**src/rtl/spi_peripheral_if.sv**
```systemverilog
// rtl/spi_peripheral_if.sv - pin and parallel-side signal bundle for spi_peripheral
interface spi_peripheral_if #(
    parameter int WIDTH = 8
);
    logic             sclk;
    logic             cs_n;
    logic             mosi;
    logic             miso;
    logic [WIDTH-1:0] tx_data;
    logic             tx_valid;
    logic             tx_ready;
    logic [WIDTH-1:0] rx_data;
    logic             rx_valid;
    logic             busy;

    modport slave (
        input  sclk, cs_n, mosi, tx_data, tx_valid,
        output miso, tx_ready, rx_data, rx_valid, busy
    );

    modport master (
        output sclk, cs_n, mosi, tx_data, tx_valid,
        input  miso, tx_ready, rx_data, rx_valid, busy
    );
endinterface

```
**src/rtl/spi_peripheral.sv**
```systemverilog
// rtl/spi_peripheral.sv - oversampled SPI mode-0 responder; SPI_PERIPH_ECHO_EN makes underruns echo the last rx word
module spi_peripheral #(
    parameter int WIDTH       = 8,
    parameter int SYNC_STAGES = 2
) (
    input  logic              clock,
    input  logic              reset_n,
    spi_peripheral_if.slave   bus
);
    localparam int             CW       = (WIDTH > 2) ? $clog2(WIDTH) : 1;
    localparam logic [CW-1:0]  LAST_BIT = CW'(WIDTH - 1);

    typedef enum logic {S_IDLE, S_ACTIVE} state_t;

    state_t r_state;
    state_t w_state_next;

    logic [SYNC_STAGES-1:0] r_sclk_sync;
    logic [SYNC_STAGES-1:0] r_cs_sync;
    logic [SYNC_STAGES-1:0] r_mosi_sync;
    logic                   r_sclk_last;
    logic                   r_cs_last;

    logic [WIDTH-1:0] r_buf;
    logic             r_buf_full;
    logic [WIDTH-1:0] r_tx_shift;
    logic [WIDTH-2:0] r_rx_shift;
    logic [WIDTH-1:0] r_rx_data;
    logic             r_rx_valid;
    logic             r_miso;
    logic [CW-1:0]    r_bit_cnt;

    logic             w_sclk;
    logic             w_cs_n;
    logic             w_mosi;
    logic             w_sclk_rise;
    logic             w_sclk_fall;
    logic             w_cs_fall;
    logic             w_cs_rise;
    logic             w_active;
    logic             w_rise;
    logic             w_fall;
    logic             w_load;
    logic             w_shift;
    logic             w_capture;
    logic             w_abort;
    logic [WIDTH-1:0] w_fill;
    logic [WIDTH-1:0] w_load_word;
    logic [WIDTH-1:0] w_rx_next;

    always_ff @(posedge clock or negedge reset_n) begin
        if (!reset_n) begin
            r_sclk_sync <= '0;
            r_cs_sync   <= '1;
            r_mosi_sync <= '0;
            r_sclk_last <= 1'b0;
            r_cs_last   <= 1'b1;
        end else begin
            r_sclk_sync <= {r_sclk_sync[SYNC_STAGES-2:0], bus.sclk};
            r_cs_sync   <= {r_cs_sync[SYNC_STAGES-2:0], bus.cs_n};
            r_mosi_sync <= {r_mosi_sync[SYNC_STAGES-2:0], bus.mosi};
            r_sclk_last <= w_sclk;
            r_cs_last   <= w_cs_n;
        end
    end

    assign w_sclk      = r_sclk_sync[SYNC_STAGES-1];
    assign w_cs_n      = r_cs_sync[SYNC_STAGES-1];
    assign w_mosi      = r_mosi_sync[SYNC_STAGES-1];
    assign w_sclk_rise = w_sclk & ~r_sclk_last;
    assign w_sclk_fall = ~w_sclk & r_sclk_last;
    assign w_cs_fall   = ~w_cs_n & r_cs_last;
    assign w_cs_rise   = w_cs_n & ~r_cs_last;

    always_ff @(posedge clock or negedge reset_n) begin
        if (!reset_n) begin
            r_state <= S_IDLE;
        end else begin
            r_state <= w_state_next;
        end
    end

    always_comb begin
        w_state_next = r_state;
        case (r_state)
            S_IDLE:   if (w_cs_fall) w_state_next = S_ACTIVE;
            S_ACTIVE: if (w_cs_rise) w_state_next = S_IDLE;
            default:  w_state_next = S_IDLE;
        endcase
    end

`ifdef SPI_PERIPH_ECHO_EN
    assign w_fill = r_rx_data;
`else
    assign w_fill = '0;
`endif

    // A deselect wins over any sclk edge seen in the same cycle.
    assign w_active    = (r_state == S_ACTIVE);
    assign w_abort     = w_active && w_cs_rise;
    assign w_rise      = w_active && w_sclk_rise && !w_cs_rise;
    assign w_fall      = w_active && w_sclk_fall && !w_cs_rise;
    assign w_load      = ((r_state == S_IDLE) && w_cs_fall) || (w_fall && (r_bit_cnt == '0));
    assign w_shift     = w_fall && (r_bit_cnt != '0);
    assign w_capture   = bus.tx_valid && !r_buf_full;
    assign w_load_word = r_buf_full ? r_buf : w_fill;
    assign w_rx_next   = {r_rx_shift, w_mosi};

    always_ff @(posedge clock or negedge reset_n) begin
        if (!reset_n) begin
            r_buf      <= '0;
            r_buf_full <= 1'b0;
            r_tx_shift <= '0;
            r_rx_shift <= '0;
            r_rx_data  <= '0;
            r_rx_valid <= 1'b0;
            r_miso     <= 1'b0;
            r_bit_cnt  <= '0;
        end else begin
            r_rx_valid <= 1'b0;

            // Load sees the old buffer; capture is only possible while it was empty.
            if (w_capture) begin
                r_buf      <= bus.tx_data;
                r_buf_full <= 1'b1;
            end else if (w_load) begin
                r_buf_full <= 1'b0;
            end

            if (w_abort) begin
                r_tx_shift <= '0;
                r_miso     <= 1'b0;
            end else if (w_load) begin
                r_tx_shift <= w_load_word;
                r_miso     <= w_load_word[WIDTH-1];
            end else if (w_shift) begin
                r_tx_shift <= r_tx_shift << 1;
                r_miso     <= r_tx_shift[WIDTH-2];
            end

            if (w_abort) begin
                r_bit_cnt  <= '0;
                r_rx_shift <= '0;
            end else if (w_rise) begin
                r_rx_shift <= w_rx_next[WIDTH-2:0];
                if (r_bit_cnt == LAST_BIT) begin
                    r_bit_cnt  <= '0;
                    r_rx_data  <= w_rx_next;
                    r_rx_valid <= 1'b1;
                end else begin
                    r_bit_cnt <= r_bit_cnt + CW'(1);
                end
            end
        end
    end

    assign bus.miso     = r_miso;
    assign bus.tx_ready = ~r_buf_full;
    assign bus.rx_data  = r_rx_data;
    assign bus.rx_valid = r_rx_valid;
    assign bus.busy     = ~w_cs_n;
endmodule

```
**src/flat_wrapper.sv**
```systemverilog
// flat-port wrapper written by rule: the top's interface ports become plain ports
module spi_peripheral_flat 
#(
    parameter int WIDTH       = 8,
    parameter int SYNC_STAGES = 2
)
  (clock, reset_n, bus_sclk, bus_cs_n, bus_mosi, bus_tx_data, bus_tx_valid, bus_miso, bus_tx_ready, bus_rx_data, bus_rx_valid, bus_busy);
  spi_peripheral_if #(.WIDTH(WIDTH)) bus_i ();
  input  logic clock;
  input  logic reset_n;
  input wire logic [$bits(bus_i.sclk)-1:0] bus_sclk;
  input wire logic [$bits(bus_i.cs_n)-1:0] bus_cs_n;
  input wire logic [$bits(bus_i.mosi)-1:0] bus_mosi;
  input wire logic [$bits(bus_i.tx_data)-1:0] bus_tx_data;
  input wire logic [$bits(bus_i.tx_valid)-1:0] bus_tx_valid;
  output wire logic [$bits(bus_i.miso)-1:0] bus_miso;
  output wire logic [$bits(bus_i.tx_ready)-1:0] bus_tx_ready;
  output wire logic [$bits(bus_i.rx_data)-1:0] bus_rx_data;
  output wire logic [$bits(bus_i.rx_valid)-1:0] bus_rx_valid;
  output wire logic [$bits(bus_i.busy)-1:0] bus_busy;
  assign bus_i.sclk = bus_sclk;
  assign bus_i.cs_n = bus_cs_n;
  assign bus_i.mosi = bus_mosi;
  assign bus_i.tx_data = bus_tx_data;
  assign bus_i.tx_valid = bus_tx_valid;
  assign bus_miso = bus_i.miso;
  assign bus_tx_ready = bus_i.tx_ready;
  assign bus_rx_data = bus_i.rx_data;
  assign bus_rx_valid = bus_i.rx_valid;
  assign bus_busy = bus_i.busy;
  spi_peripheral #(.WIDTH(WIDTH), .SYNC_STAGES(SYNC_STAGES)) u_core (.clock(clock), .reset_n(reset_n), .bus(bus_i));
endmodule
```
**config.mk**
```make
export PLATFORM = sky130hd
export DESIGN_NAME = spi_peripheral_flat
export DESIGN_NICKNAME = d
export VERILOG_FILES = /design/src/rtl/spi_peripheral_if.sv /design/src/rtl/spi_peripheral.sv /design/src/flat_wrapper.sv
export SDC_FILE = /design/constraint.sdc
export NUM_CORES = 1
export LEC_CHECK = 0
export ABC_CLOCK_PERIOD_IN_PS = 3300
export BUFFER_PORTS_ARGS = -buffer_cell sky130_fd_sc_hd__buf_2
export CAP_MARGIN = 20
export CORE_UTILIZATION = 45
export CTS_BUF_LIST = sky130_fd_sc_hd__clkbuf_4 sky130_fd_sc_hd__clkbuf_8
export DETAILED_ROUTE_END_ITERATION = 6
export PLACE_DENSITY = 0.69
export SLEW_MARGIN = 20
export SYNTH_ARGS = -nofsm -noshare
export SYNTH_HDL_FRONTEND = slang
export SYNTH_SLANG_ARGS = --single-unit
```
**constraint.sdc**
```tcl
create_clock -name clock -period 3.3 [get_ports clock]
set_input_delay 0.495 -clock clock [delete_from_list [all_inputs] [get_ports clock]]
set_output_delay 0.495 -clock clock [all_outputs]
set_load 0.02 [all_outputs]
```
==> results by stage, run 1 <==
Synth:
- Sorting the synthesized cells by area gives the leading types as dfrtp_1 (57%), mux2_2 (9.7%), nand2_1 (4.5%).
- The number of warnings issued by yosys is 0.
- The mean post-synth cell area is 12.0 um2.
- The largest total area in the synthesized netlist belongs to dfrtp_1.
- The share of the Yosys chip area taken by registers is 0.610.
- After synthesis the cells add up to 1850 um2.
- The post-synthesis net count is 172.
- In this run, synthesis produced a sequential element count of 45.
- Synthesis produced 155 cells.
- The fraction of post-synthesis cell area in the top cell type by area is 0.567.
- The number of library cell types mapped by synthesis is 25.

Routing:
- For this block, the via count after detailed routing is around 1,200.
- The number of routed nets with antenna violations is 0.
- The number of iterations in the first detailed-routing pass is 4.
- The first routing iteration left between 60 and 70 violations.
- The ratio of routed vias to standard cells is 5.05.
- The total wire length is 3120 um.
- The average routed wire per standard cell is 13.5 um.
- After detailed routing, the number of remaining DRC violations is 0.

CTS:
- The root cell of the clock tree is clkbuf_8.
- Counting the buffers created by CTS gives 5.
- The number of hold buffers added after CTS was 0.
- The longest clock path from root to sink contains 2 buffers.
- The count of clock tree sinks is 45.
- After clock tree synthesis, the clock-pin slew on the worst setup and hold paths is 0.07 ns.
- The clock reaches the later pin of the worst-skew pair after 0.30 ns.
- The clock tree from TritonCTS is built.
- The H-tree was split into 2 levels.
- In this run, post-CTS repair resized a total of 0 instances.
- Once the clock tree was built, the setup fixing pass inserted 0 buffers.

Flow run:
- The max-capacitance violation count is 0.

Worst setup path:
- The critical path is of the reg2reg type.
- At the worst endpoint, the arrival time is 1.97 ns.
- The largest fanout on the critical path is 11.
- The worst setup path is launched from a flop.
- The length in cells of the worst reg-to-reg path is 5.
- For flop-to-flop paths, the worst setup slack is 1.51 ns.
- The source of the critical timing path is u_core.r_cs_sync[1]$_DFF_PN1_.
- The endpoint identified for the worst register-to-register timing path is u_core.bus.rx_data[2]$_DFFE_PN0P_.
- Data on the critical path is required at its endpoint by 3.48 ns.
- The kind of capture point of the worst setup path is a flop.
- The startpoint identified for the worst register-to-register timing path is u_core.r_cs_sync[1]$_DFF_PN1_.

Finish:
- The total inserted antenna cells is 0.
- The library cell used most frequently in the layout, excluding fill and tap cells, is dfrtp_1.
- The final cell count without fillers is 230.
- The layout net count is 198.
- The proportion of layout cells with a drive suffix above 1 is 0.324.
- The synthesis-to-layout area growth is 13.5%.
- Counting the fill cells in the layout gives 333.
- In the layout the commonest cells are dfrtp_1 (42), buf_2 (25), nand2_1 (22).
- The area taken by multi-input logic gates is 663 um2.
- The sequential cell area in the final layout is 1130 um2.

Timing:
- The max-slew violation count came to 0.
- Counting I/O delays and the setup requirement, the final critical path takes 1.79 ns.
- The worst pin sits at a relative slew slack of 0.367.
- The accumulated negative setup slack is 0 ns.
- Setup violations remaining at the end of the flow were counted as 0.
- The number of hold violations in the final report is 0.
- For the pin with the worst max-slew slack, the measured transition is around 0.95 ns.
- In the finished design, the share of the clock period the worst path needs comes to 0.542.
- For the final database, setup skew stands at ~0.0071 ns.
- The fmax is between 500 and 600 MHz.
- Setup repair after global routing left no endpoint under its margin.

Worst hold path:
- The worst hold path depth is 1.
- The worst hold path class is in2reg.
- The worst hold path begins at bus_cs_n.
- The worst-case hold path end point is u_core.r_cs_sync[0]$_DFF_PN1_.

Run status:
- The run finished with clean final reports.

Place:
- After legalization and detailed placement, the total HPWL measured 2200 um.
- The number of input and output port buffers inserted is 25.
- The number of placed instances, taps included is 222.
- The final RePlAce weighted congestion is ~0.73.

Die:
- In this run the count of I/O pins placed on the die edge is 26.
- The die is 66.2 um wide.
- The floorplan step defined a die boundary enclosing 4380 um2.
- From bottom edge to top edge, the die measures 66.2 um.
- The number of rows in the core area is 22.
- For this configuration, the core starts out at a cell density of 0.488.
- The core region is approximately 3800 um2.

Global routing:
- The wire length of the first global-routing pass is 5470 um.
- The largest net degree at the start of global routing is 46.
- The via count of the first global-routing pass is 1,201.
- The global routing usage summed across all routing layers is 0.172.
- The initial antenna violation count came to 0.
- The global route total overflow is 0.

Power:
- For this design the ratio of total power to cell area is 671 nW/um2.
- The worst-case vdd ir drop is 0.000352 V.
- In this run the static leakage power is 0.00104 uW.
[routing by layer]
layer | up-vias | GRT usage | wire length [um]
met1 | 553 | 0.207 | 1380
met4 | 0 | 0.0957 | 78
met3 | 9 | 0.0414 | 137
met5 | - | 0 | 0
li1 | 569 | - | -
met2 | 31 | 0.282 | 1520
[registers in the layout, summed over array words and instances, names as in the netlist, 2 cells and up]
register            count
u_core.bus.rx_data      8
u_core.r_bit_cnt        3
u_core.r_buf            8
u_core.r_cs_sync        2
u_core.r_mosi_sync      2
u_core.r_rx_shift       7
u_core.r_sclk_sync      2
u_core.r_tx_shift       7
[logic make-up after synthesis]
family                     share of synthesized area
adders and majority gates                     0.0203
AOI/OAI and AO/OA                             0.0581
buffers and inverters                         0.0324
and+or+nand+nor                                0.144
DFF                                            0.610
muxes                                          0.135
[layout make-up]
class	count	share of cell area
repair buffers	26	0.0631
flip-flops and latches	45	0.537
well taps	48	0.0286
multi-input cells	96	0.315
clock buffers	8	0.0434
inverters	7	0.0125
[report_power, final]
part,internal [uW],switching (uW)
combinational,161,150
clock,175,169
sequential,673,83.2
[critical path: stages (launching register included)]
cell,delay [ns]
dfstp_2,0.58
nor2b_4,0.19
nor3_1,0.06
buf_4,0.17
nand2_1,0.29
mux2_2,0.38
[metrics by stage]
| stage | total power, uW | utilization | worst slack, ns | hold slack, ns | instance area (um2) |
|---|---|---|---|---|---|
| 2_1_floorplan | 989 | - | 1.74 | 0.199 | 1850 |
| 3_3_place_gp | 1050 | 0.530 | 1.60 | 0.333 | 2010 |
| 3_5_place_dp | 1080 | 0.530 | 1.51 | 0.339 | 2010 |
| 4_1_cts | 1430 | 0.554 | 1.50 | 0.283 | 2100 |
| 5_1_grt | 1510 | 0.554 | 1.41 | 0.284 | 2100 |
| 6_report | 1410 | 0.554 | 1.51 | 0.294 | 2100 |
[cells in the mapped netlist]
master	number
dfrtp_1	42
nand2_1	22
mux2_2	16
nand3_1	11
o21ai_0	8
a21oi_1	7
and2_1	7
inv_1	7
mux2i_1	7
clkbuf_1	6
dfstp_2	3
ha_1	3
or3_1	3
nand2b_1	2
a21oi_2	1
a41oi_2	1
and2_2	1
buf_6	1
nand2_2	1
nor2_1	1
nor2b_1	1
nor2b_4	1
nor3_1	1
nor3b_2	1
o31ai_1	1
[worst max path at each step]
stage / endpoint / slack, ns / depth (start not counted)
final: u_core.bus.rx_data[2]$_DFFE_PN0P_ / 1.51 / 5
after global routing: u_core.r_tx_shift[0]$_DFFE_PN0P_ / 1.41 / 4
after CTS: u_core.bus.rx_data[2]$_DFFE_PN0P_ / 1.50 / 5
after detailed placement: u_core.bus.rx_data[2]$_DFFE_PN0P_ / 1.51 / 5
after global placement: u_core.bus.rx_data[0]$_DFFE_PN0P_ / 1.60 / 5
after floorplan: u_core.r_bit_cnt[0]$_DFFE_PN0P_ / 1.74 / 5
Power figures use the tool's default switching activity.
==> run 2: changes to the inputs <==
--- a/config.mk
+++ b/config.mk
@@ -5,7 +5,8 @@
 export SDC_FILE = /design/constraint.sdc
 export NUM_CORES = 1
 export LEC_CHECK = 0
-export ABC_CLOCK_PERIOD_IN_PS = 3300
+export ABC_AREA = 1
+export ABC_CLOCK_PERIOD_IN_PS = 1700
 export BUFFER_PORTS_ARGS = -buffer_cell sky130_fd_sc_hd__buf_2
 export CAP_MARGIN = 20
 export CORE_UTILIZATION = 45
==> constraint.sdc (replaced) <==
create_clock -name clock -period 1.7 [get_ports clock]
set_input_delay 0.255 -clock clock [delete_from_list [all_inputs] [get_ports clock]]
set_output_delay 0.255 -clock clock [all_outputs]
set_load 0.02 [all_outputs]
==> run 2 against run 1 <==
Core utilization fell by 0.11 points. Register-to-register slack got worse by 1.2 ns. Synthesized cell count rose by 28%. Clock power rose by 90%. Power rose by 110%. Combinational power rose to 2.6 times the previous value.
==> results by stage, run 2 <==
CTS:
- The clock reaches the later pin of the worst-skew pair after a little under 0.3 ns.
- The root cell of the clock tree is clkbuf_8.
- Counting the buffers created by CTS gives 5.
- The clock tree from TritonCTS is built.
- CTS built an H-tree with a depth of 2.
- The clock passes through at most 2 buffers.
- The count of clock tree sinks is 45.
- The clock transition at the registers of the reported paths is 0.08 ns.

Synth:
- Synthesis produced 198 cells.
- The total of flip-flops plus latches after synthesis is 45.
- Of the synthesized area, sequential elements account for 0.582.
- Ranked by instance count, the synthesized netlist is headed by nand2_1 (88), dfrtp_1 (42), inv_1 (11).
- The synthesized area is a little under 2000 um2.
- Synthesis produced a netlist with a net count of 215.
- The number of warnings issued by yosys is 0.
- In the post-synthesis netlist, the biggest area contributors are dfrtp_1 (54%), nand2_1 (17%), mux2_2 (4.6%).
- For this run, the leading register cell type out of synthesis is dfrtp_1.
- Synthesis instantiated 21 different standard cells from the library.
- Of the post-synthesis cell area, the dominant cell type holds 0.541.
- Yosys mapped a number of flops with a built-in enable equal to 0.
- The cell with the most instances after synthesis is nand2_1.
- The biggest area consumer among synthesized cells is dfrtp_1.
- The share of synthesized flip-flops with an asynchronous set or reset is 1.00.
- After synthesis, the mean cell area works out to 9.81 um2.

Die:
- The die is 67.7 um wide.
- The starting density of the core is 0.479.
- The number of rows in the core area is 23.
- From bottom edge to top edge, the die measures 67.7 um.
- In this run the count of I/O pins placed on the die edge is 26.
- The floorplan core area is slightly above 4000 um2.
- The die footprint is 4580 um2.

Routing:
- The detailed-route via count is 1,372.
- The total routed wire length on the met1 layer is ~1700 um.
- For this run, design rule violations remaining after detail routing come to 0.
- The average routed wire per standard cell is 11.5 um.
- After detailed routing, the number of vias per cell comes to just under 5.
- The number of design-rule violations left by the first detailed-router iteration is 99.
- Signal routing reaches up to met4.
- The number of iterations in the first detailed-routing pass is 4.
- Wire segments on met2 add up to 1390 um in the final route.
- The total wire length is 3230 um.
- The met3 routed wirelength is ~120 um.
- The detail route stage leaves a number of antenna-violating nets equal to 0.

Worst setup path:
- The startpoint-to-endpoint class of the critical path is reg2reg.
- The critical path contains buffers and inverters numbering 2 combined.
- The category of the worst setup path launch point is a flop.
- The startpoint identified for the worst register-to-register timing path is u_core.r_cs_last$_DFF_PN1_.
- The kind of capture point of the worst setup path is a flop.
- The most critical setup path has its startpoint at u_core.r_cs_last$_DFF_PN1_.
- Among all stages on the critical path, the largest delay is contributed by dfstp_2.
- Grouping stages by cell kind, the critical path spends the most delay in simple AND/OR/NAND/NOR gates.
- Counting cells, the worst reg-to-reg path comes to 8.
- Among the stages of the critical path, the cell type that occurs most often is nand2_4.
- The data arrival time of the worst path is 1.63 ns.
- Setup slack on the worst reg-to-reg path comes out at 0.30 ns.
- In this run the worst path has a maximum fanout of 12.
- The capture instance of the worst register-to-register path is u_core.bus.rx_data[1]$_DFFE_PN0P_.
- The critical path goes through inv_2 > nand2_4 > nand2_4 > nor2_8 > nand2_4 > clkinv_4 > nand2_1 > nand2_1.
- For the worst setup path, the data required time is between 1.5 and 2 ns.
- The stage delay of the slowest cell on the critical path is 0.56 ns.

Timing:
- The worst max-slew margin expressed relative to the limit is 0.660.
- The accumulated negative setup slack is 0 ns.
- The post-route fraction of the period consumed by the critical path is 0.822.
- The number of hold violations in the final report is 0.
- Setup repair after global routing left no endpoint under its margin.
- The fmax is 715 MHz.
- For the pin with the worst max-slew slack, the measured transition is 0.511 ns.
- For the finished layout, the period the worst path requires is 1.40 ns.
- The count of endpoints failing setup in the final report is 0.
- The max-slew violation count is 0.
- The final clock skew is a little under 0.008 ns.

Finish:
- The filler cell count is 376.
- Of the cells placed in the final design, the portion with a size suffix greater than 1 is 0.272.
- For this run, the post-layout net count is 248.
- The most frequent standard cell in the layout excluding fill and tap cells is nand2_1.
- At the end of the flow the core is filled with cells to 0.553.
- Compared with the post-synthesis result, the final layout area differs by 15.5%.
- The total inserted antenna cells is 0.
- The library cells used most frequently in the layout, excluding fill and tap cells, are nand2_1 (88), dfrtp_1 (42), buf_2 (25).

Power:
- The worst-case vdd ir drop is 0.000827 V.
- Summed over all nets, the switching power comes to around 950 uW.
- Cell internal power was estimated by the tool at 2000 uW.
- The share of total power dissipated in combinational logic is 0.277.
- Of the total power, the share spent switching nets is 0.322.
- The clock power share is 0.221.
- The power per unit of standard cell area is 1320 nW/um2.
- Of the total power, registers draw 0.501.
- The static leakage power is ~0.0013 uW.

Worst hold path:
- The path class of the tightest hold or removal check is in2reg.
- The worst-case hold path end point is u_core.r_cs_sync[0]$_DFF_PN1_.
- The worst hold path begins at bus_cs_n.
- The worst hold path depth is 1.

Run status:
- The run finished with clean final reports.

Place:
- Summed over all nets, the half-perimeter wirelength after detailed placement is 2330 um.
- In this run the tool buffered the top-level ports with 25 buffer cells.
- The final RePlAce weighted congestion is 0.793.

Global routing:
- The first global-routing pass estimated roughly 5700 um of wire.
- Entering global routing, the biggest net connects 25 pins.
- The via count of the first global-routing pass came to 1,300.
- The global routing usage summed across all routing layers is 0.172.
- The global route total overflow is 0.
- The initial antenna violation count is 0.

Flow run:
- The max-capacitance violation count is 0.
==> run 2: cell count changes after synthesis, moves of 4 or more <==
cell,before,now
nand3b_1,0,4
clkbuf_1,6,0
nand2_1,22,88
mux2i_1,7,0
o21ai_0,8,0
mux2_2,16,8
inv_1,7,11
nand4_1,0,9
a21oi_1,7,0
and2_1,7,0
==> run 2: metal layers <==
layer  global-route usage  vias up
li1                     -      695
met2                0.252       22
met4               0.0878        0
met1                0.238      648
met3               0.0355        7
met5                    0        -
==> run 2: area by class of cell <==
| type | count | area (um2) | share of cell area |
|---|---|---|---|
| flip-flops and latches | 45 | 1130 | 0.504 |
| multi-input cells | 135 | 727 | 0.324 |
| repair buffers | 29 | 170 | 0.0759 |
| clock buffers | 7 | 83.8 | 0.0374 |
| well taps | 50 | 62.6 | 0.0279 |
| inverters | 15 | 61.3 | 0.0273 |
| clock inverters | 1 | 7.51 | 0.00335 |
==> run 2: worst max path at each step <==
| stage | to | slack [ns] | cells past startpoint |
|---|---|---|---|
| after floorplan | u_core.r_buf[0]$_DFFE_PN0P_ | 0.46 | 4 |
| after global placement | u_core.bus.rx_data[1]$_DFFE_PN0P_ | 0.31 | 8 |
| after detailed placement | u_core.bus.rx_data[0]$_DFFE_PN0P_ | 0.28 | 8 |
| after CTS | u_core.bus.rx_data[1]$_DFFE_PN0P_ | 0.27 | 8 |
| after global routing | u_core.r_tx_shift[2]$_DFFE_PN0P_ | 0.11 | 8 |
| final | u_core.bus.rx_data[1]$_DFFE_PN0P_ | 0.30 | 8 |
==> run 2: power groups by stage <==
stage	registers (uW)	clock network (uW)	logic [uW]
floorplan	1460	0	635
global placement	1490	0	809
detailed placement	1500	0	827
CTS	1480	680	829
global route	1510	720	938
finish	1480	654	818
==> run 2: through the flow <==
step	hold slack, ns	worst slack (ns)	power (uW)	std cells	instance area, um2
after detailed placement	0.257	0.279	2320	273	2140
after global placement	0.255	0.310	2300	273	2140
after CTS	0.0446	0.274	2990	282	2240
after floorplan	-0.0406	0.465	2100	198	1940
after global routing	0.0354	0.114	3170	282	2240
final	0.0546	0.302	2950	282	2240
==> run 2: timing repair <==
action                    4_1_cts  5_1_grt
setup buffers                   0        0
hold buffers                    1        0
hold endpoints to repair       18        0
gates resized for setup         0        0
==> run 2: kinds of logic after synthesis <==
| logic type | after synthesis | share of synthesized area |
|---|---|---|
| adders and majority gates | 3 | 0.0193 |
| and+or+nand+nor | 124 | 0.309 |
| muxes | 8 | 0.0464 |
| DFF | 45 | 0.582 |
| buffers and inverters | 18 | 0.0438 |
